### config.mk
export PLATFORM = sky130hd
export DESIGN_NAME = qk_tile_sequencer
export DESIGN_NICKNAME = d
export VERILOG_FILES = /design/src/rtl/self_attention_pkg.sv /design/src/rtl/qk_tile_sequencer.sv
export SDC_FILE = /design/constraint.sdc
export NUM_CORES = 1
export LEC_CHECK = 0
export CORE_UTILIZATION = 40
export CTS_CLUSTER_DIAMETER = 100
export DETAILED_ROUTE_END_ITERATION = 10
export PLACE_DENSITY = 0.81
export RECOVER_POWER = 50
export SYNTH_ARGS = -nofsm -noshare
export SYNTH_HDL_FRONTEND = slang
export SYNTH_SLANG_ARGS = --single-unit
### constraint.sdc
create_clock -name clk -period 2 [get_ports clk]
set_clock_uncertainty 0.15 [all_clocks]
set_input_delay 0.2 -clock clk [delete_from_list [all_inputs] [get_ports clk]]
set_output_delay 0.2 -clock clk [all_outputs]
set_load 0.005 [all_outputs]
### src/rtl/self_attention_pkg.sv
// Shared types and defaults for the self-attention head control blocks.
// Latency: n/a (types, constants and a width helper only).
// Backpressure: n/a.
package self_attention_pkg;

    // Qn x KnT tile sequencer states
    typedef enum logic [2:0] {
        IDLE     = 3'd0,
        CLEAR    = 3'd1,
        ACC_CLR  = 3'd2,
        FEED     = 3'd3,
        WAIT_SYS = 3'd4,
        WAIT_ACC = 3'd5,
        DRAIN    = 3'd6,
        DONE     = 3'd7
    } qk_seq_state_e;

    // Default tiling of one head pass
    localparam int QK_INNER_TILES = 4;
    localparam int QK_OUT_TILES   = 8;

    // Counter width for n values, never narrower than one bit
    function automatic int clog2_min1(input int n);
        return (n > 1) ? $clog2(n) : 1;
    endfunction

endpackage

### src/rtl/qk_tile_sequencer.sv
// Sequences Qn x KnT: clear, per-tile accumulate over INNER_TILES operand pairs, offer tile to bridge.
// Latency: min 2 + INNER_TILES*2 cycles per output tile; all outputs Moore (registered state only).
// Backpressure: holds in FEED until in_valid, in WAIT_SYS/WAIT_ACC until datapath done, in DRAIN until bridge_ready.
module qk_tile_sequencer
    import self_attention_pkg::*;
#(
    parameter int  INNER_TILES = QK_INNER_TILES,
    parameter int  OUT_TILES   = QK_OUT_TILES,
    localparam int IW          = clog2_min1(INNER_TILES),
    localparam int TW          = clog2_min1(OUT_TILES)
) (
    input  logic          clk,
    input  logic          rst_n,
    input  logic          start,
    input  logic          in_valid,
    output logic          in_ready,
    input  logic          sys_finish,
    input  logic          acc_done,
    input  logic          bridge_ready,
    output logic          en_Qn_KnT,
    output logic          rst_n_Qn_KnT,
    output logic          reset_acc_Qn_KnT,
    output logic          out_valid_Qn_KnT,
    output logic [IW-1:0] inner_idx,
    output logic [TW-1:0] tile_idx,
    output logic          busy,
    output logic          done
);

    localparam logic [IW-1:0] INNER_LAST = IW'(INNER_TILES - 1);
    localparam logic [TW-1:0] TILE_LAST  = TW'(OUT_TILES - 1);

    qk_seq_state_e state;
    qk_seq_state_e state_nxt;
    logic [IW-1:0] inner_nxt;
    logic [TW-1:0] tile_nxt;
    // Remembers an acc_done that arrived before the last systolic step finished
    logic          acc_flag;
    logic          acc_flag_nxt;

    // State, counters and early-completion flag; synchronous reset aborts any pass
    always_ff @(posedge clk) begin
        if (!rst_n) begin
            state     <= IDLE;
            inner_idx <= '0;
            tile_idx  <= '0;
            acc_flag  <= 1'b0;
        end else begin
            state     <= state_nxt;
            inner_idx <= inner_nxt;
            tile_idx  <= tile_nxt;
            acc_flag  <= acc_flag_nxt;
        end
    end

    // Next-state/counter logic and Moore output decode from the registered state
    always_comb begin
        state_nxt        = state;
        inner_nxt        = inner_idx;
        tile_nxt         = tile_idx;
        acc_flag_nxt     = acc_flag;
        in_ready         = 1'b0;
        en_Qn_KnT        = 1'b0;
        rst_n_Qn_KnT     = 1'b1;
        reset_acc_Qn_KnT = 1'b0;
        out_valid_Qn_KnT = 1'b0;
        busy             = 1'b1;
        done             = 1'b0;

        unique case (state)
            IDLE: begin
                busy = 1'b0;
                if (start) begin
                    state_nxt = CLEAR;
                end
            end
            CLEAR: begin
                rst_n_Qn_KnT = 1'b0;
                inner_nxt    = '0;
                tile_nxt     = '0;
                acc_flag_nxt = 1'b0;
                state_nxt    = ACC_CLR;
            end
            ACC_CLR: begin
                reset_acc_Qn_KnT = 1'b1;
                inner_nxt        = '0;
                acc_flag_nxt     = 1'b0;
                state_nxt        = FEED;
            end
            FEED: begin
                // in_ready is high throughout FEED, so in_valid alone completes the handshake
                in_ready = 1'b1;
                if (in_valid) begin
                    state_nxt = WAIT_SYS;
                end
            end
            WAIT_SYS: begin
                en_Qn_KnT = 1'b1;
                if (acc_done) begin
                    acc_flag_nxt = 1'b1;
                end
                if (sys_finish) begin
                    if (inner_idx != INNER_LAST) begin
                        inner_nxt = inner_idx + 1'b1;
                        state_nxt = FEED;
                    end else if (acc_done) begin
                        state_nxt = DRAIN;
                    end else begin
                        state_nxt = WAIT_ACC;
                    end
                end
            end
            WAIT_ACC: begin
                if (acc_done || acc_flag) begin
                    state_nxt = DRAIN;
                end
            end
            DRAIN: begin
                out_valid_Qn_KnT = 1'b1;
                if (bridge_ready) begin
                    if (tile_idx != TILE_LAST) begin
                        tile_nxt  = tile_idx + 1'b1;
                        state_nxt = ACC_CLR;
                    end else begin
                        state_nxt = DONE;
                    end
                end
            end
            DONE: begin
                done         = 1'b1;
                inner_nxt    = '0;
                tile_nxt     = '0;
                acc_flag_nxt = 1'b0;
                state_nxt    = IDLE;
            end
            default: begin
                state_nxt = IDLE;
            end
        endcase
    end

endmodule

**Yosys cells after proc, flatten, opt, wreduce, memory -nomap -nowiden**

Index checks and enable logic that the tools add are counted.

- Add/subtract/negate cells: 2
- Equality and inequality tests: 17
- Muxes and demuxes: 24
- Reductions and logical operators: 10

Operators by type and width:

| operator | number |
|---|---|
| $mux 3 | 9 |
| $pmux 3 s8 | 1 |
| $ne 2x2->1 const B | 9 |
| $eq 3x3->1 const B | 4 |
| $mux 1 | 8 |
| $eq 3x2->1 const B | 2 |
| $mux 2 | 3 |
| $pmux 3 s2 | 1 |
| $reduce_and 3->1 | 2 |
| $reduce_and 5->1 | 1 |
| $pmux 2 s2 | 1 |
| $reduce_bool 2->1 | 2 |
| $add 3x1->3 const B | 1 |
| $eq 3x1->1 const B | 1 |
| $logic_not 3->1 | 1 |
| $ne 3x3->1 const B | 1 |
| $reduce_or 3->1 | 1 |
| $add 2x1->2 const B | 1 |
| $pmux 1 s2 | 1 |
| $reduce_and 2->1 | 1 |
| $reduce_or 2->1 | 1 |
| $logic_or 1x1->1 | 1 |

- Bits in registers: 9
- Input bits: 7
- Output and inout port bits: 12

**Longest topological paths before layout**

- Depth in word-level cells: 4
- Depth in mapped cells: 6
- Gate-level depth less buffers: 6

**Worst setup path before layout**

OpenSTA, ideal clock, no wires.

- Path kind: reg2reg
- Start point: reg tile_idx[0]
- End point: reg tile_idx[1]
- Arrival: 1.231 ns
- Slack: 0.549 ns
- Cell stages (with the launch flop): 7
- Cells stage by stage: dfxtp_1 > ha_1 > ha_1 > nor2b_1 > o21a_1 > o2111ai_1 > a21oi_1

- Longest elaborated chain between the ends: 4
- Elaborated cells on any way between the ends: 7
- Classes of those cells: add/sub: 1; eq/ne: 2; mux: 3; reduce/logical: 1

Ends and longest elaborated chain:

| element | line | source |
|---|---|---|
| start, declared | qk_tile_sequencer.sv:25 | `output logic [TW-1:0] tile_idx,` |
| start signal, assigned | qk_tile_sequencer.sv:51 | `tile_idx <= tile_nxt;` |
| $add 3x1->3 | qk_tile_sequencer.sv:122 | `tile_nxt = tile_idx + 1'b1;` |
| $mux 3 | qk_tile_sequencer.sv:121 | `if (tile_idx != TILE_LAST) begin` |
| $mux 3 | qk_tile_sequencer.sv:120 | `if (bridge_ready) begin` |
| $pmux 3 s2 | qk_tile_sequencer.sv:70 | `unique case (state)` |

Parallel ways exist; a longest one is shown, timed or not. The select of a mux whose other input is x is not followed.
A chain may end at the register's enable or synchronous reset.

**Worst setup path in the final report**

- Start point: reg state[2]
- End point: out en_Qn_KnT

- Longest elaborated chain between the ends: 2

Ends and longest elaborated chain:

| element | line | source |
|---|---|---|
| start, declared | qk_tile_sequencer.sv:33 | `qk_seq_state_e state;` |
| start signal, assigned | qk_tile_sequencer.sv:49 | `state <= state_nxt;` |
| $eq 3x3->1 | qk_tile_sequencer.sv:70 |  |
| $mux 1 | qk_tile_sequencer.sv:70 |  |
| end, declared | qk_tile_sequencer.sv:20 | `output logic en_Qn_KnT,` |

Every way passes these cells.

==> results.json <==
{
  "status": "finished, final reports clean",
  "fin_crit_ns": 1.901,
  "num_antenna_cells": 0,
  "vias": 644,
  "clk_latency_ns": 0.26,
  "yosys.area.top_type": "dfxtp_1",
  "hold_violations": 0,
  "drv_cap": 0,
  "grt_pass1_wl_microns": 2408,
  "viasPerCell": 5.750,
  "multi_input_area_sq_um": 400.4,
  "p_leak_nw": 0.3613,
  "cp.arrival_ns": 1.55,
  "finalCritPeriodShare": 0.9503,
  "drtIter0Drc": 12,
  "min_path_cells": 2,
  "synth.top_cells.by_count": "9 x dfxtp_1, 7 x nand3_1, 6 x a21oi_1",
  "grt_overflow_total": 0,
  "io_pins": 19,
  "grt_max_degree": 14,
  "vdd_drop_max_mv": 0.5956,
  "cts_max_level": 1,
  "postSynthAreaPerCell_sq_um": 8.425,
  "p_per_area_nw_per_um2": 958.1,
  "drv_slew": 0,
  "slew-limit-headroom": 0.7441,
  "hold_buffers": 0,
  "initial_core_util": 0.4570,
  "syn_to_final_growth_pct": 35.05,
  "clk_pin_slew_worst_paths_ns": 0.06,
  "ff_latch_area_sq_um": 182.7,
  "hp-class": "register to register",
  "ys.flop_type": "dfxtp_1",
  "synth_seq_cells": 9,
  "fin_nets": 108,
  "post-route-util": 0.6172,
  "reg2reg_depth": 5,
  "fmax_mhz": 526.2,
  "p_total_w": 0.0008175,
  "grt_pass1_vias": 588,
  "synth_enable_flop_cells": 0,
  "cts.sinks": 9,
  "syn_nets": 85,
  "wl_microns": 1518,
  "ys_warn_count": 0,
  "dieWidth_microns": 41.75,
  "avgRoutedWirePerCell_microns": 13.55,
  "synthesis.instances": 75,
  "cts_resized": 0,
  "rsz0062_at_grt": "no",
  "fillerInstances": 124,
  "start_kind": "register",
  "dieArea_sq_um": 1743,
  "setup_tns_ns": 0,
  "setup_violations": 0,
  "yosysSeqAreaShare": 0.2851,
  "cts_tree": "done",
  "synth_cell_types": 31,
  "async_flop_share": 0,
  "drtAntennaViolNets": 0,
  "worstSetupEndpointType": "output port",
  "hpwlAfterDp_microns": 1185,
  "ys_top_cells_by_area": "dfxtp_1 29%, ha_1 5.9%, nand3_1 5.5%",
  "io_buffers": 18,
  "syn_area_sq_um": 631.9,
  "antenna_found_initial": 0,
  "required_ns": 1.65,
  "firstDrtPassIters": 4,
  "cts_setup_buffers": 0,
  "synth_top_cell_area_share": 0.2851,
  "timing.hold.ws_ns": 0.3399,
  "root_buffer": "clkbuf_4",
  "synth.most_common_cell": "dfxtp_1",
  "tightest_slew_ns": 0.3798,
  "gp_congestion": 0.7879,
  "drive_gt1_frac": 0.1340,
  "critPathKind": "register to output port",
  "row_count": 13,
  "cts_made_buffers": 3,
  "grt_util_all_layers": 0.1747,
  "clock_tree.buffer_depth": 2,
  "core_area_sq_um": 1383,
  "die_h_microns": 41.75,
  "drc": 0,
  "crit_fanout": 5
}
-- final timing paths --
path,start,endpoint,slack (ns)
max,state[2],en_Qn_KnT,0.1
min,inner_idx[1],inner_idx[1],0.34
max reg2reg,state[0],state[0],0.35
min reg2reg,inner_idx[1],inner_idx[1],0.34
-- registers in the layout, summed over array words and instances, names as in the netlist --
register	flops
state	3
inner_idx	2
acc_flag	1
tile_idx	3
-- where the power goes --
| part | switching (W) | total (W) | internal [W] |
|---|---|---|---|
| logic | 0.000208 | 0.000406 | 0.000198 |
| registers | 0.0000608 | 0.000268 | 0.000207 |
| clock network | 0.0000669 | 0.000144 | 0.0000771 |
| total | 0.000336 | 0.000818 | 0.000481 |
-- final cells by class --
| class | instances | area share |
|---|---|---|
| multi-input cells | 57 | 0.4692 |
| repair buffers | 22 | 0.2419 |
| flip-flops and latches | 9 | 0.2141 |
| clock buffers | 4 | 0.03079 |
| inverters | 5 | 0.02199 |
| well taps | 15 | 0.02199 |
-- stage by stage --
step                      cell area (sq um)  instances  setup WS (ns)
final                                 853.3        112        0.09944
after global routing                  853.3        112        0.02756
after CTS                             854.6        112        0.02365
after detailed placement              828.3        108         0.3100
after global placement                828.3        108         0.3187
after floorplan                       631.9         75         0.5489
-- metal layers --
layer	global-route usage	wire, microns
met3	0.03043	66
met1	0.2257	729
met2	0.2750	707
met5	0	0
met4	0.09032	15
-- critical path: stages, from the launching register on --
cell	delay [ns]
dfxtp_1	0.41
nor3b_2	0.32
clkdlybuf4s50_1	0.56
-- cells in the final DEF (no fill, tap or decap), types with 2 or more instances in the layout --
cell type / instances
and3_1: 2
inv_1: 3
nor2b_1: 4
clkbuf_4: 3
dlygate4sd3_1: 5
dfxtp_2: 2
buf_4: 3
o211ai_1: 2
nor2_1: 3
mux2i_1: 3
a21oi_1: 6
o2111ai_1: 3
xor2_1: 2
nor3_1: 3
dfxtp_1: 7
clkdlybuf4s50_1: 13
inv_2: 2
nand3_1: 7
clkbuf_1: 2
nand2_1: 4
o21a_1: 2
ha_1: 3
-- kinds of logic after synthesis --
kind of cell	synth area share
flip-flops	0.2851
multiplexers	0.04753
adder cells (fa/ha/maj)	0.05941
buffers and inverters	0.08119
AO/OA/AOI/OAI	0.2317
AND/OR/NAND/NOR	0.2673
XOR/XNOR	0.02773
(Power assumes the default switching activity.)
==> edit 1 (config.mk and constraints unchanged) <==
`QK_INNER_TILES`: 4 -> 5.
--- a/src/rtl/self_attention_pkg.sv
+++ b/src/rtl/self_attention_pkg.sv
@@ -18,3 +18,3 @@
     // Default tiling of one head pass
-    localparam int QK_INNER_TILES = 4;
+    localparam int QK_INNER_TILES = 5;
     localparam int QK_OUT_TILES   = 8;
Ports: changed (resized inner_idx); port bits go from 19 to 20. No check against the original RTL was run, so the function may have changed too.
==> edit 1 against the unedited design <==
  * Power down 9.1%
  * Sequential cell count up 1
  * Final area up 15%
  * Synthesized area up 15%
  * Worst setup slack worse by 0.0030 ns
  * Routed wire length up 8.6%
  * Fmax down 0.16%
  * Critical path type unchanged
  * Largest power group unchanged
==> edit 1: results (changes against the unedited design) <==
----------------------------------------------------
[Pwr]
  Clock Power ... 183 uW (+27%)
  Cell Int Power ... 485.1 uW (+0.78%)
  Sequential-cell power consumption ... 267 uW (about the same)
  Worst IR drop on VDD ... 0.5180 mV (-13%)
  Pleak ... 0.0004256 uW (+18%)

[Cells and area]
  Registers with the most flip-flops ... inner_idx x3, state x3, tile_idx x3
  Layout net count ... 124 (+15%)
  Share of layout cells above drive strength 1 ... 0.1518 (+0.01777)

[STA]
  Slew at the pin closest to its max-slew limit ... 0.3202 ns (-0.05961 ns)

[Global routing]
  Initial antenna violation count ... 0 (unchanged)
  Via count of the first global-routing pass ... 673 (+14%)
  Total track usage ... 0.1900 (+0.01523)
  Global-route wire length before repair ... 2.856 mm (+19%)
  Pin count of the biggest net entering global routing ... 19 (+5)

[Drt]
  Wire per inst ... 12.04 um (-11%)
  Initial DRC count ... 8 (-4)
  Number of vias per cell after detailed routing ... 5.321 (-7.5%)
  DR pass1 iterations ... 3 (-1)

[Logic synthesis]
  Yosys warns ... 0 (unchanged)
  Number of nets in the synthesized netlist ... 101 (+19%)
  Sequential area share after synthesis ... 0.2744 (-0.01071)
  Ranking of synthesized cells by area ... sky130_fd_sc_hd__dfxtp_1 (27%), sky130_fd_sc_hd__ha_1 (6.9%), sky130_fd_sc_hd__nor2_1 (5.7%)
  Most frequent cells after synthesis ... sky130_fd_sc_hd__nor2_1 (11), sky130_fd_sc_hd__dfxtp_1 (10), sky130_fd_sc_hd__inv_1 (5), sky130_fd_sc_hd__nand2_1 (5)
  Most used flip-flop cell after synthesis ... sky130_fd_sc_hd__dfxtp_1
  Number of distinct library cells after synthesis ... 41 (+32%)
  Async set or reset register ratio after synthesis ... 0 (unchanged)

[Critical path]
  Top fanout value on the critical path ... 11 (+6)
  Max stage delay on crit path ... 0.50 ns (-0.06 ns)
  CP max stage cell ... sky130_fd_sc_hd__clkdlybuf4s50_1
  Cells on worst reg2reg path ... 6 (+1)

[Place]
  Post-DP Area ... 942.2 um2 (+14%)
  Number of buffers inserted by port buffering ... 19 (+1)
  Sum of net half-perimeters after detailed placement ... 1.261 mm (+6.5%)
  GP Congestion ... 0.8933 (+13%)

[Clocking]
  CTS buffer count ... 3 (unchanged)
  Clock Latency Late Sink ... 0.27 ns
  Max H-tree Level ... 1 (unchanged)
  Clock Path Buffers ... 2 (unchanged)
  Clock transition at path regs ... 0.07 ns

[Hold path]
  Cell count of the worst hold path ... 1 (-1)

[Run status]
  Result of the run ... finished, final reports clean

----------------------------------------------------
-- edit 1: worst paths after layout --
check / startpoint / to / slack (ns)
hold / removal: inner_idx[2] / inner_idx[2] / 0.33
hold reg to reg: inner_idx[2] / inner_idx[2] / 0.33
setup reg to reg: tile_idx[0] / state[2] / 0.34
setup / recovery: state[1] / done / 0.1
-- edit 1: cell families after synthesis --
family	Yosys count	share of synthesized area
AND/OR/NAND/NOR	35	0.2607
AO/OA/AOI/OAI	28	0.2813
buffers and inverters	11	0.08918
flip-flops	10	0.2744
adder cells (fa/ha/maj)	4	0.06861
XOR/XNOR	1	0.01201
multiplexers	1	0.01372
-- edit 1: area by class of cell --
class | count | area (um2)
Fill cell | 172 | 744.5
Inverter | 5 | 18.77
Timing Repair Buffer | 24 | 227.7
Multi-Input combinational cell | 69 | 464.2
Tap cell | 25 | 31.28
Sequential cell | 10 | 203.9
Clock buffer | 4 | 36.28
-- edit 1: routing by layer --
metal  track usage  share of wire
met5             0              0
met4       0.03636              0
met3       0.06000          0.035
met2        0.3147           0.51
met1        0.2444           0.46
-- edit 1: timing repair --
item,CTS,global route
buffers inserted,0,0
gates cloned,0,0
setup endpoints to repair,5,4
resized for setup,2,1
-- edit 1: per-stage QoR --
step,cells,util,worst slack [ns],total power [uW]
2_1_floorplan,90,-,0.4627,473.7
3_3_place_gp,133,0.5457,0.2611,551.2
3_5_place_dp,133,0.5457,0.2037,558.4
4_1_cts,137,0.5681,0.009991,747.2
5_1_grt,137,0.5688,0.02279,796.0
6_report,137,0.5688,0.09645,743.4
-- edit 1: worst register-to-register path, delay by kind of cell, from the launching register on --
family / cells / cell delay, ns
adders and majority gates: 2 / 0.40
AOI/OAI and AO/OA: 3 / 0.48
and+or+nand+nor: 1 / 0.19
DFF: 1 / 0.33
==> edit 2 (same settings) <==
Without the edit above. Make the reset (`rst_n`) asynchronous in one clocked block. Comments in the files are not updated.
--- a/src/rtl/qk_tile_sequencer.sv
+++ b/src/rtl/qk_tile_sequencer.sv
@@ -41,3 +41,3 @@
     // State, counters and early-completion flag; synchronous reset aborts any pass
-    always_ff @(posedge clk) begin
+    always_ff @(posedge clk or negedge rst_n) begin
         if (!rst_n) begin
Function: differs if rst_n is asserted again (counterexample within 4 cycles, from zero or initial values and one cycle with rst_n low); with rst_n held inactive, the same outputs for 10 cycles.
==> edit 2 against the unedited design <==
  * Worst setup slack worse by 0.061 ns
  * Sequential cell count unchanged
  * Final area up 11%
  * Non-clock buffer count up 2
  * Cell count up 7.1%
  * Routed wire length up 7.4%
  * Synthesized area up 7.5%
  * Sequential share of layout area up 2.8 points
  * Critical endpoint is now out_valid_Qn_KnT
  * Largest cell class unchanged
  * Highest routed layer unchanged
Power is not compared: it rests on default switching activity, and its combinational part moved more than twofold at a synthesized area within 25%.
==> edit 2: results (changes against the unedited design) <==
----------------------------------------------------
[Critical path]
  Top fanout value on the critical path ... 11 (+6)
  R2R Path Start ... state[1]
  Reg-to-reg slack, setup ... 0.37 ns (+0.02 ns)
  Endpoint of the worst-slack reg-to-reg timing path ... state[1]
  Arrival time reported for the critical path endpoint ... 1.61 ns (+0.06 ns)
  Max stage delay on crit path ... 0.51 ns (-0.05 ns)
  Capture point of the critical path ... out_valid_Qn_KnT

[Drt]
  Wire length reported by the detailed router ... 1.631 mm (+7.4%)
  Number of vias per cell after detailed routing ... 5.275 (-8.3%)
  Initial DRC count ... 10 (-2)
  Routed length on met2 ... 771 um (+9.1%)
  Via count ... 633 (-1.7%)
  DR pass1 iterations ... 3 (-1)
  WL met1 ... 758 um (+4.0%)
  Met3 WL post-DR ... 78 um (+18%)

[Logic synthesis]
  Gate Count Post-Synth ... 79 (+5.3%)
  Ranking of synthesized cells by area ... sky130_fd_sc_hd__dfrtp_1 (33%), sky130_fd_sc_hd__mux2i_1 (7.4%), sky130_fd_sc_hd__ha_1 (5.5%)
  Async set or reset register ratio after synthesis ... 1.000 (+1.000)
  Number of distinct library cells after synthesis ... 27 (-13%)
  Number of nets in the synthesized netlist ... 89 (+4.7%)
  Sequential area share after synthesis ... 0.3315 (+0.04634)
  Most used flip-flop cell after synthesis ... sky130_fd_sc_hd__dfrtp_1

[Global routing]
  Global Route met1 Usage ... 0.2574 (+0.03165)
  Met2 routing resource usage after global routing ... 0.2776 (+0.002612)
  Total track usage ... 0.1845 (+0.009803)
  Global-route track usage on met3 ... 0.02553 (-0.004903)
  Via count of the first global-routing pass ... 592 (+0.68%)

[Place]
  Total instance count after detailed placement ... 113 (+4.6%)
  GP Congestion ... 0.8155 (+3.5%)
  Worst slack, placed ... 0.2326 ns (-0.07738 ns)
  Sum of net half-perimeters after detailed placement ... 1.140 mm (-3.8%)
  Post-DP Area ... 883.3 um2 (+6.6%)

[Run status]
  Result of the run ... finished, final reports clean

[Cells and area]
  Signed area change from the synthesized netlist to the final layout ... 39.23%
  Share of layout cells above drive strength 1 ... 0.1923 (+0.05829)
  NonClk Buf Share ... 0.2381 (-0.003840)
  Layout net count ... 115 (+6.5%)
  Total area of sequential cells ... 229.0 um2 (+25%)
  Logic inverters ... 6 (+1)
  Count of multi-input gates ... 61 (+7.0%)
  Number of non-clock buffers in the layout ... 24 (+9.1%)
  Clock-cell share ... 0.02778 (-0.003014)

[STA]
  Worst path setup slack after routing ... 0.03822 ns (-0.06121 ns)
  Worst hold slack ... 0.1543 ns (-0.1856 ns)
  Worst relative slew slack ... 0.7141 (-0.03002)

[Floorplan]
  Die area ... 0.001867 mm2 (+7.1%)

[Hold path]
  Worst Hold Class ... primary input to async pin

----------------------------------------------------
-- edit 2: changes by cell type after synthesis, moves of 3 or more --
cell,change
sky130_fd_sc_hd__nor3_1,-3
sky130_fd_sc_hd__dfxtp_1,-9
sky130_fd_sc_hd__nor2_1,+4
sky130_fd_sc_hd__dfrtp_1,+9
sky130_fd_sc_hd__o21ai_1,+6
sky130_fd_sc_hd__nand2_1,+6
sky130_fd_sc_hd__inv_1,+3
sky130_fd_sc_hd__o2111ai_1,-3
sky130_fd_sc_hd__nand3_1,-6
-- edit 2: cell families (layout without fill, tap and decap cells) --
| family | Yosys count | in the layout | share of synthesized area |
|---|---|---|---|
| and+or+nand+nor | 33 | 33 | 0.2910 |
| AOI/OAI and AO/OA | 20 | 20 | 0.1878 |
| DFF | 9 | 9 | 0.3315 |
| buffers and inverters | 9 | 34 | 0.06076 |
| muxes | 5 | 5 | 0.07367 |
| adders and majority gates | 3 | 3 | 0.05525 |
